--- src/rtl/lif_pkg.sv ---
// Shared Q16.16 constants, event record and detection-state type for the LIF neuron blocks.
package lif_pkg;

    localparam logic signed [31:0] LIF_ONE         = 32'sh0001_0000;
    localparam logic signed [31:0] LIF_VTH         = 32'sh0000_FC93;
    localparam logic signed [31:0] LIF_ARM_DEFAULT = 32'sh0000_8000;

    typedef struct packed {
        logic [31:0] ts;
        logic [15:0] isi;
    } lif_event_t;

    typedef enum logic [0:0] {
        ST_DISARMED = 1'b0,
        ST_ARMED    = 1'b1
    } lif_state_t;

    // Interval since the previous spike; no previous spike or a gap past 16 bits reads as all-ones.
    function automatic logic [15:0] isi_sat(input logic [31:0] now, input logic [31:0] prev,
                                            input logic prev_vld);
        logic [31:0] diff;
        diff = now - prev;
        if (!prev_vld || diff > 32'h0000_FFFF)
            return 16'hFFFF;
        return diff[15:0];
    endfunction

endpackage

--- src/rtl/lif_spike_decoder_if.sv ---
// Sample-in / event-out bundle between the membrane-voltage source, the spike decoder and its consumer.
interface lif_spike_decoder_if;

    logic signed [31:0] vin;
    logic               vin_valid;
    logic               ev_valid;
    logic               ev_ready;
    logic        [31:0] ev_ts;
    logic        [15:0] ev_isi;
    logic        [15:0] spike_cnt;
    logic        [15:0] drop_cnt;
    logic               ovf;

    modport slave (
        input  vin, vin_valid, ev_ready,
        output ev_valid, ev_ts, ev_isi, spike_cnt, drop_cnt, ovf
    );

    modport master (
        output vin, vin_valid, ev_ready,
        input  ev_valid, ev_ts, ev_isi, spike_cnt, drop_cnt, ovf
    );

endinterface

--- src/rtl/lif_event_fifo.sv ---
// Spike-event queue; the head is read straight from storage flops, so a push is visible the cycle after.
module lif_event_fifo
    import lif_pkg::*;
#(
    parameter int DEPTH = 4
) (
    input  logic       clk,
    input  logic       rst,
    input  logic       push,
    input  lif_event_t din,
    input  logic       pop,
    output lif_event_t head,
    output logic       full,
    output logic       empty
);

    localparam int            AW       = $clog2(DEPTH);
    localparam logic [AW:0]   FULL_CNT = (AW + 1)'(DEPTH);
    localparam logic [AW:0]   CNT_ONE  = (AW + 1)'(1);
    localparam logic [AW-1:0] PTR_ONE  = AW'(1);

    lif_event_t  mem [DEPTH];
    logic [AW-1:0] wr_ptr;
    logic [AW-1:0] rd_ptr;
    logic [AW:0]   count;
    logic          push_ok;
    logic          pop_ok;

    assign full    = (count == FULL_CNT);
    assign empty   = (count == '0);
    assign pop_ok  = pop && !empty;
    // A full queue still takes a push when the head leaves in the same cycle.
    assign push_ok = push && (!full || pop_ok);
    assign head    = mem[rd_ptr];

    always_ff @(posedge clk or negedge rst) begin
        if (!rst) begin
            for (int i = 0; i < DEPTH; i++)
                mem[i] <= '0;
        end else if (push_ok) begin
            mem[wr_ptr] <= din;
        end
    end

    always_ff @(posedge clk or negedge rst) begin
        if (!rst) begin
            wr_ptr <= '0;
            rd_ptr <= '0;
            count  <= '0;
        end else begin
            if (push_ok)
                wr_ptr <= wr_ptr + PTR_ONE;
            if (pop_ok)
                rd_ptr <= rd_ptr + PTR_ONE;
            if (push_ok && !pop_ok)
                count <= count + CNT_ONE;
            else if (!push_ok && pop_ok)
                count <= count - CNT_ONE;
        end
    end

endmodule

--- src/rtl/lif_spike_decoder.sv ---
// Detects LIF spikes as the reset-to-zero after an armed sample and queues {ts, isi} events.
//   state       | meaning
//   ST_DISARMED | waiting for a sample at or above ARM_LEVEL
//   ST_ARMED    | last sample was at or above ARM_LEVEL; a zero sample is a spike
module lif_spike_decoder
    import lif_pkg::*;
#(
    parameter logic signed [31:0] ARM_LEVEL = LIF_ARM_DEFAULT,
    parameter int                 DEPTH     = 4
) (
    input logic                clk,
    input logic                rst,
    lif_spike_decoder_if.slave bus
);

    lif_state_t  state;
    logic [31:0] ts;
    logic [31:0] last_ts;
    logic        last_vld;
    logic [15:0] spike_cnt;
    logic [15:0] drop_cnt;
    logic        ovf;
    logic        at_arm;
    logic        spike;
    logic        pop;
    logic        full;
    logic        empty;
    logic        drop;
    lif_event_t  ev_new;
    lif_event_t  ev_head;

    assign at_arm = (bus.vin >= ARM_LEVEL);
    assign spike  = bus.vin_valid && (state == ST_ARMED) && (bus.vin == '0);
    assign pop    = !empty && bus.ev_ready;
    assign drop   = spike && full && !pop;
    assign ev_new = '{ts: ts, isi: isi_sat(ts, last_ts, last_vld)};

    always_ff @(posedge clk or negedge rst) begin
        if (!rst) begin
            state <= ST_DISARMED;
        end else if (bus.vin_valid) begin
            case (state)
                ST_DISARMED: if (at_arm) state <= ST_ARMED;
                ST_ARMED:    if (bus.vin == '0 || !at_arm) state <= ST_DISARMED;
                default:     state <= ST_DISARMED;
            endcase
        end
    end

    always_ff @(posedge clk or negedge rst) begin
        if (!rst) begin
            ts        <= '0;
            last_ts   <= '0;
            last_vld  <= 1'b0;
            spike_cnt <= '0;
            drop_cnt  <= '0;
            ovf       <= 1'b0;
        end else begin
            if (bus.vin_valid)
                ts <= ts + 32'd1;
            // Spike bookkeeping runs whether or not the event finds room in the queue.
            if (spike) begin
                last_ts   <= ts;
                last_vld  <= 1'b1;
                spike_cnt <= spike_cnt + 16'd1;
            end
            if (drop) begin
                if (drop_cnt != 16'hFFFF)
                    drop_cnt <= drop_cnt + 16'd1;
                ovf <= 1'b1;
            end
        end
    end

    lif_event_fifo #(.DEPTH(DEPTH)) u_fifo (
        .clk   (clk),
        .rst   (rst),
        .push  (spike),
        .din   (ev_new),
        .pop   (pop),
        .head  (ev_head),
        .full  (full),
        .empty (empty)
    );

    assign bus.ev_valid  = !empty;
    assign bus.ev_ts     = ev_head.ts;
    assign bus.ev_isi    = ev_head.isi;
    assign bus.spike_cnt = spike_cnt;
    assign bus.drop_cnt  = drop_cnt;
    assign bus.ovf       = ovf;

endmodule

--- src/flat_wrapper.sv ---
// flat-port wrapper written by rule: the top's interface ports become plain ports
module lif_spike_decoder_flat import lif_pkg::*;
#(
    parameter logic signed [31:0] ARM_LEVEL = LIF_ARM_DEFAULT,
    parameter int                 DEPTH     = 4
)
  (clk, rst, bus_vin, bus_vin_valid, bus_ev_ready, bus_ev_valid, bus_ev_ts, bus_ev_isi, bus_spike_cnt, bus_drop_cnt, bus_ovf);
  lif_spike_decoder_if bus_i ();
  input logic clk;
  input logic rst;
  input wire logic [$bits(bus_i.vin)-1:0] bus_vin;
  input wire logic [$bits(bus_i.vin_valid)-1:0] bus_vin_valid;
  input wire logic [$bits(bus_i.ev_ready)-1:0] bus_ev_ready;
  output wire logic [$bits(bus_i.ev_valid)-1:0] bus_ev_valid;
  output wire logic [$bits(bus_i.ev_ts)-1:0] bus_ev_ts;
  output wire logic [$bits(bus_i.ev_isi)-1:0] bus_ev_isi;
  output wire logic [$bits(bus_i.spike_cnt)-1:0] bus_spike_cnt;
  output wire logic [$bits(bus_i.drop_cnt)-1:0] bus_drop_cnt;
  output wire logic [$bits(bus_i.ovf)-1:0] bus_ovf;
  assign bus_i.vin = bus_vin;
  assign bus_i.vin_valid = bus_vin_valid;
  assign bus_i.ev_ready = bus_ev_ready;
  assign bus_ev_valid = bus_i.ev_valid;
  assign bus_ev_ts = bus_i.ev_ts;
  assign bus_ev_isi = bus_i.ev_isi;
  assign bus_spike_cnt = bus_i.spike_cnt;
  assign bus_drop_cnt = bus_i.drop_cnt;
  assign bus_ovf = bus_i.ovf;
  lif_spike_decoder #(.ARM_LEVEL(ARM_LEVEL), .DEPTH(DEPTH)) u_core (.clk(clk), .rst(rst), .bus(bus_i));
endmodule
--- config.mk ---
export PLATFORM = sky130hd
export DESIGN_NAME = lif_spike_decoder_flat
export DESIGN_NICKNAME = d
export VERILOG_FILES = /design/src/rtl/lif_pkg.sv /design/src/rtl/lif_spike_decoder_if.sv /design/src/rtl/lif_event_fifo.sv /design/src/rtl/lif_spike_decoder.sv /design/src/flat_wrapper.sv
export SDC_FILE = /design/constraint.sdc
export NUM_CORES = 1
export LEC_CHECK = 0
export CAP_MARGIN = 15
export CORE_AREA = 2 2 196 198
export DETAILED_ROUTE_END_ITERATION = 12
export DIE_AREA = 0 0 198 200
export SKIP_CTS_REPAIR_TIMING = 1
export SLEW_MARGIN = 20
export SYNTH_ARGS = -nofsm -noshare
export SYNTH_HDL_FRONTEND = slang
export SYNTH_SLANG_ARGS = --single-unit
--- constraint.sdc ---
create_clock -name clk -period 4.3 [get_ports clk]
set_input_delay 0.86 -clock clk [delete_from_list [all_inputs] [get_ports clk]]
set_output_delay 0.86 -clock clk [all_outputs]
set_load 0.03 [all_outputs]
==> metrics.md, run 1 <==
| Metric | Value |
|---|---|
| Hpwl dp | 27200 um |
| WL per Instance | 18.0 um |
| Post-synth top area share | 0.502 |
| Syn. warnings | 0 |
| Slowest cell on crit path | or4_1 |
| PortBufs | 117 |
| Clk network pwr share | 0.428 |
| Via/cell ratio | 5.28 |
| Starting Density | 0.397 |
| Top cells by area, synth | dfrtp_1 (50%), nand2_1 (12%), mux4_2 (7.3%) |
| #FFs+latches synth | 298 |
| Syn_area_per_cell | 9.55 um^2 |
| Outcome | complete, no violations |
| Asr flop ratio synth | 1.00 |
| Layer with the highest usage | met2 |
| Crit. End Element | flip-flop |
| Synthesized area | about 15000 um^2 |
| Int Power | about 4.9 mW |
| Worst setup margin | 187 ps |
| CTS H-tree depth | 2 |
| Max Freq | 0.243 GHz |
| Hold WS | 411 ps |
| # setup viols final | 0 |
| Worst VDD drop | 0.269 mV |
| Drc violations | 0 |
| Longest Clk Path Bufs | 3 |
| Leakage | 8.45 nW |
| EDFF count, synth | 0 |
| Fin crit period | 4110 ps |
| Most frequent cells in the layout | nand2_1 (456), dfrtp_1 (296), clkdlybuf4s50_1 (116), nor2_1 (109), a21oi_1 (102) |
| Number of max-cap violations | 0 |
| DR pass1 iterations | 5 |
| CTS tree | yes |
| Critical Path AT | 4480 ps |
| Psw | around 1.7 mW |
| First-pass GRT wire length | around 64000 um |
| Rel. slew slack | 0.415 |
| Critical Path End | u_core.u_fifo.mem[110]$_DFFE_PN0P_ |
| Pre-CTS setup slack | 145 ps |
| Met3 Use GR | 0.0368 |
| R2r endpoint | u_core.u_fifo.mem[110]$_DFFE_PN0P_ |
| Final Power | between 6 and 7 mW |
| # diodes | 0 |
| Dpl cell area | approximately 17000 um^2 |
| Core Region | 37400 um^2 |
| # nets final | 1738 |
| Req. time, crit path | 4660 ps |
| Mapped Cells | around 1600 |
| Final instance area | 17800 um^2 |
| Setup Skew | 14.4 ps |
| Clock sink total | 298 |
| Reg2reg path depth | 10 |
| Die height | 200 um |
| Clock slew at reported path FFs | 60 ps |
| Die span in x | around 200 um |
| Antenna Violating Nets Remaining | 0 |
| Fin. Hold Viols | 0 |
| CP Cell Sequence | ha_1 > a21oi_1 > o21ai_1 > a22o_1 > or4_1 > a221o_1 > a22oi_1 > nand4b_2 > nor3_2 > a21oi_1 |
| Layout area overhead | 19.8% |
| CTS Buf Count | 36 |
| RR Startpoint | u_core.ts[11]$_DFFE_PN0P_ |
| Final Max Tran Viols | 0 |
| Met1 usage | 0.293 |
| Global route total overflow | 0 |
| PwrDens | 369 nW/um^2 |
| Proportion of layout cells with a drive suffix above 1 | 0.102 |
| Cell taking the most area after synthesis | dfrtp_1 |
| Startpoint types | flip-flop |
| Root Driver | clkbuf_16 |
| Largest net degree at the start of global routing | 110 |
| Vias in the first global route | between 10000 and 15000 |
| Met2 GRT Util | 0.331 |
| Comb pwr share | 0.121 |
| Worst R2R Setup Slack | 190 ps |
| CP Launch Point | u_core.ts[11]$_DFFE_PN0P_ |
| Hold WC Path Type | in -> async |
| Family with the most delay on the worst path | simple AND/OR/NAND/NOR gates |
| Crit share post-route | 0.956 |
| Iteration-0 DRC count of the detailed router | slightly above 800 |
| RSZ-0062 raised after global routing | no |
| Cell mode on critical path | a21oi_1 |
| Crit-path max FO | 9 |
| Final WL | 39600 um |
| Dominant synthesized flop cell | dfrtp_1 |
| Io pins | 118 |
| Worst Setup Path Type | reg -> reg |
| WP buf/inv | 0 |
| Sw frac | 0.258 |
| Total die area | 39600 um^2 |
| Setup TNS | 0 ps |
| Most common cell after layout, fill and taps aside | nand2_1 |
| Synth cell types | 63 |
| Seq pwr share | 0.451 |
| Total global routing track utilization | 0.206 |
| RePlAce Congestion | around 0.91 |
| Via count | between 10000 and 15000 |
| Levels on crit path | 10 |
| Net count after synthesis | 1632 |
| Slowest Stage Delay on Critical Path | 600 ps |
| Sequential element share of the synthesized area | 0.502 |
| Row cnt | slightly above 70 |
| Initial antenna violation count | 0 |
| Worst-Skew Late Latency | around 500 ps |
| Slew @ Worst Pin | 877 ps |
[power by group through the flow]
stage	logic (mW)	clock network, mW	registers (mW)
2_1_floorplan	0.569	0	2.94
3_3_place_gp	0.796	0	3.01
3_5_place_dp	0.806	0	3.01
4_1_cts	0.809	2.89	2.97
5_1_grt	0.878	3.00	2.98
6_report	0.792	2.81	2.96
[worst reg2reg max path, delay by kind of cell (launching register included)]
family / cells / cell delay [ps]
compound gates: 6 / 1370
fa+ha+maj: 1 / 470
flops: 1 / 470
simple gates: 3 / 1660
[sequential cells by signal, indices dropped and copies added, names as in the netlist]
register,count
u_core.u_fifo.mem,192
u_core.last_ts,32
u_core.ts,32
u_core.bus.drop_cnt,16
u_core.bus.spike_cnt,16
u_core.u_fifo.count,3
u_core.u_fifo.rd_ptr,2
u_core.u_fifo.wr_ptr,2
u_core.bus.ovf,1
u_core.last_vld,1
u_core.state,1
[metrics by stage]
| stage | std cells | util |
|---|---|---|
| 2_1_floorplan | 1555 | - |
| 3_3_place_gp | 2131 | 0.446 |
| 3_5_place_dp | 2131 | 0.446 |
| 4_1_cts | 2191 | 0.475 |
| 5_1_grt | 2194 | 0.476 |
| 6_report | 2194 | 0.476 |
[worst min-delay path by stage]
stage	startpoint	to	slack, ps
3_5_place_dp	u_core.u_fifo.mem[72]$_DFFE_PN0P_	u_core.u_fifo.mem[72]$_DFFE_PN0P_	450
2_1_floorplan	u_core.u_fifo.mem[66]$_DFFE_PN0P_	u_core.u_fifo.mem[66]$_DFFE_PN0P_	430
4_1_cts	u_core.u_fifo.mem[76]$_DFFE_PN0P_	u_core.u_fifo.mem[76]$_DFFE_PN0P_	460
6_report	rst	u_core.u_fifo.mem[95]$_DFFE_PN0P_	410
5_1_grt	rst	u_core.u_fifo.mem[95]$_DFFE_PN0P_	480
3_3_place_gp	u_core.u_fifo.mem[82]$_DFFE_PN0P_	u_core.u_fifo.mem[82]$_DFFE_PN0P_	440
[layout make-up]
class	count	area [um^2]
clock buffer	51	1040
clock inverter	9	48.8
fill	3579	19600
inverter	49	184
multi-input combinational	1111	6860
sequential	298	7460
tap	511	639
timing repair buffer	165	1570
[metal layers]
layer,wire length [um],vias up
li1,-,5449
met5,0,-
met3,2270,47
met1,18300,5758
met4,731,0
met2,18200,332
[cells in the mapped netlist, types with 8 or more instances]
library cell and number:
nand2_1 456, ha_1 39, a21oi_1 102, a21o_1 9, dfrtp_1 298, o21ai_0 52, clkbuf_1 86, nand3_1 28
o21ai_1 9, mux4_2 48, and2_1 12, nor2_1 109, and3_1 14, nor3_1 12, xor2_1 31, nand4_1 27
o211ai_1 8, inv_1 49, xnor2_1 54
[kinds of logic (layout without fill, tap and decap cells)]
family,after synthesis,after routing,synth area share
simple gates,701,701,0.205
flops,298,298,0.502
compound gates,232,232,0.0945
buf+inv,146,274,0.0372
xor+xnor,85,85,0.0501
mux,52,52,0.0757
fa+ha+maj,41,41,0.0355
No activity file was read; power rests on OpenSTA's default activity.
==> run 2, diff against run 1 <==
Settings changed: ABC_AREA set to 1, CORE_AREA 2 2 196 198 to 2 2 204 206, DIE_AREA 0 0 198 200 to 0 0 206 208.
==> run 2 against run 1 <==
Compared with the run above:
- register-to-register slack better by 670 ps
- setup slack improved by 560 ps
- clock skew is 5.2 ps higher
- synthesized cell count grew 36%
- power increased by 44%
- sequential share of layout area shrank 2.7 points
- critical endpoint is now bus_ev_ts[31]
==> metrics.md, run 2 <==
| Metric | Value |
|---|---|
| Rel. slew slack | 0.421 |
| CTS tree | yes |
| Psw | 3.58 mW |
| Post-synth top area share | 0.464 |
| Clk network pwr share | 0.308 |
| Outcome | complete, no violations |
| Crit. End Element | output port |
| Sequential element share of the synthesized area | 0.464 |
| Sw frac | 0.379 |
| Iteration-0 DRC count of the detailed router | 904 |
| CTS H-tree depth | 2 |
| Max Freq | 0.282 GHz |
| CP Launch Point | u_core.u_fifo.rd_ptr[0]$_DFFE_PN0P_ |
| Final core utilization | 0.468 |
| Io pins | around 120 |
| Seq pwr share | 0.316 |
| Setup Skew | 19.6 ps |
| Final Max Tran Viols | 0 |
| Final WL | 42700 um |
| Hold WC Path Type | in -> async |
| Clock sink total | slightly below 300 |
| Asr flop ratio synth | 1.00 |
| Critical Path AT | 2690 ps |
| Row cnt | 74 |
| EDFF count, synth | 0 |
| R2r endpoint | u_core.u_fifo.mem[9]$_DFFE_PN0P_ |
| Top cells by area, synth | dfrtp_1 (46%), nand2_1 (16%), o21ai_0 (8.4%) |
| Startpoint types | flip-flop |
| WL per Instance | 15.4 um |
| Fillcell total | 4069 |
| Hpwl dp | 29700 um |
| DR pass1 iterations | 6 |
| Proportion of layout cells with a drive suffix above 1 | 0.0627 |
| Largest registers | u_core.u_fifo.mem (192), u_core.last_ts (32), u_core.ts (32) |
| Total global routing track utilization | 0.205 |
| #FFs+latches synth | between 200 and 300 |
| Net count after synthesis | between 2000 and 2500 |
| # setup viols final | 0 |
| Cell taking the most area after synthesis | dfrtp_1 |
| Worst VDD drop | 0.215 mV |
| Clock slew at reported path FFs | 60 ps |
| Req. time, crit path | 3440 ps |
| Fin. Hold Viols | 0 |
| Comb pwr share | 0.376 |
| # diodes | 0 |
| Die height | roughly 210 um |
| Synthesized area | 16100 um^2 |
| Reg2reg path depth | 20 |
| Largest Register | u_core.u_fifo.mem |
| Syn_area_per_cell | 7.58 um^2 |
| Via count | ~14000 |
| Syn. warnings | 0 |
| Max reg flops | 192 |
| Most frequent cells after synthesis | nand2_1 (688), dfrtp_1 (298), o21ai_0 (269) |
| Global route total overflow | 0 |
| Worst R2R Setup Slack | 860 ps |
| Final Power | 9.45 mW |
| RePlAce Congestion | 0.868 |
| Core Region | 40600 um^2 |
| Mapped Cells | about 2100 |
| Longest Clk Path Bufs | 3 |
| Number of max-cap violations | 0 |
| Layout area overhead | 18.2% |
| Worst Setup Path Type | reg -> out |
| Int Power | roughly 5.9 mW |
| Dominant synthesized flop cell | dfrtp_1 |
| Root Driver | clkbuf_16 |
| Via/cell ratio | about 5 |
| Setup TNS | 0 ps |
| PortBufs | 117 |
| PwrDens | 497 nW/um^2 |
| CTS Buf Count | 36 |
| Most common cell after layout, fill and taps aside | nand2_1 |
| Die span in x | 206 um |
| Antenna Violating Nets Remaining | 0 |
| Most frequent cells in the layout | nand2_1 (687), dfrtp_1 (297), o21ai_0 (269), inv_1 (227), nor2_1 (189) |
| Crit share post-route | 0.826 |
| Slew @ Worst Pin | about 860 ps |
| Starting Density | 0.396 |
| Leakage | 9.32 nW |
| Synth cell types | 37 |
| Drc violations | 0 |
| RSZ-0062 raised after global routing | no |
| Initial antenna violation count | 0 |
| Fin crit period | 3550 ps |
| RR Startpoint | u_core.ts[0]$_DFFE_PN0P_ |
| First-pass GRT wire length | 71100 um |
| Total die area | 42800 um^2 |
| # nets final | 2302 |
| Largest net degree at the start of global routing | 98 |
| Most frequent cell after synthesis | nand2_1 |
| Worst-Skew Late Latency | 520 ps |
| Vias in the first global route | 13600 |
| Crit-path max FO | 57 |
==> run 2: cell type report <==
| type | count | area (um^2) | area share |
|---|---|---|---|
| clock buffers | 56 | 1070 | 0.0562 |
| clock inverters | 6 | 61.3 | 0.00323 |
| inverters | 246 | 923 | 0.0486 |
| multi-input cells | 1499 | 7370 | 0.388 |
| flip-flops and latches | 298 | 7460 | 0.393 |
| well taps | 532 | 666 | 0.0350 |
| repair buffers | 144 | 1450 | 0.0765 |
==> run 2: per-stage QoR <==
| step | hold WS [ps] | setup WS (ps) | instance area (um^2) | instances |
|---|---|---|---|---|
| finish | 367 | 750 | 19000 | 2781 |
| global route | 429 | 565 | 19000 | 2781 |
| CTS | 418 | 719 | 19000 | 2781 |
| detailed placement | 460 | 709 | 17900 | 2719 |
| global placement | 452 | 765 | 17900 | 2719 |
| floorplan | 440 | 1430 | 16100 | 2121 |
==> run 2: cell families (layout without fill, tap and decap cells) <==
group	count (synthesis)	after routing	synth area share
AO/OA/AOI/OAI	339	339	0.110
XOR/XNOR	80	80	0.0436
adder cells (fa/ha/maj)	41	41	0.0329
buffers and inverters	324	452	0.0778
flip-flops	298	298	0.464
multiplexers	1	1	0.000701
AND/OR/NAND/NOR	1038	1038	0.271
==> run 2: power by group through the flow <==
stage / Sequential, mW / Combinational (mW) / Clock [mW]
2_1_floorplan: 3.00 / 2.24 / 0
3_3_place_gp: 3.04 / 3.57 / 0
3_5_place_dp: 3.04 / 3.59 / 0
4_1_cts: 2.99 / 3.60 / 2.98
5_1_grt: 3.00 / 3.90 / 3.09
6_report: 2.99 / 3.55 / 2.91
==> run 2: worst max path at each step <==
stage	end	slack (ps)	cells after the start
after global routing	u_core.u_fifo.mem[156]$_DFFE_PN0P_	560	20
after detailed placement	u_core.u_fifo.count[2]$_DFFE_PN0P_	710	16
after global placement	u_core.u_fifo.count[2]$_DFFE_PN0P_	770	16
after floorplan	u_core.u_fifo.count[2]$_DFFE_PN0P_	1430	12
final	bus_ev_ts[31]	750	4
after CTS	bus_ev_ts[19]	720	4
==> run 2: routing by layer <==
layer | global-route usage | part of all wire | vias up | wire, um
li1 | - | - | 6919 | -
met1 | 0.281 | 0.47 | 6571 | 19900
met2 | 0.342 | 0.47 | 324 | 20200
met3 | 0.0276 | 0.043 | 53 | 1850
met4 | 0.0498 | 0.018 | 0 | 777
met5 | 0 | 0 | - | 0
==> run 2: critical path, stage by stage, from the launching register on <==
cell,delay (ps)
dfrtp_2,380
buf_4,510
o21ai_0,190
o22ai_1,320
clkdlybuf4s50_1,740
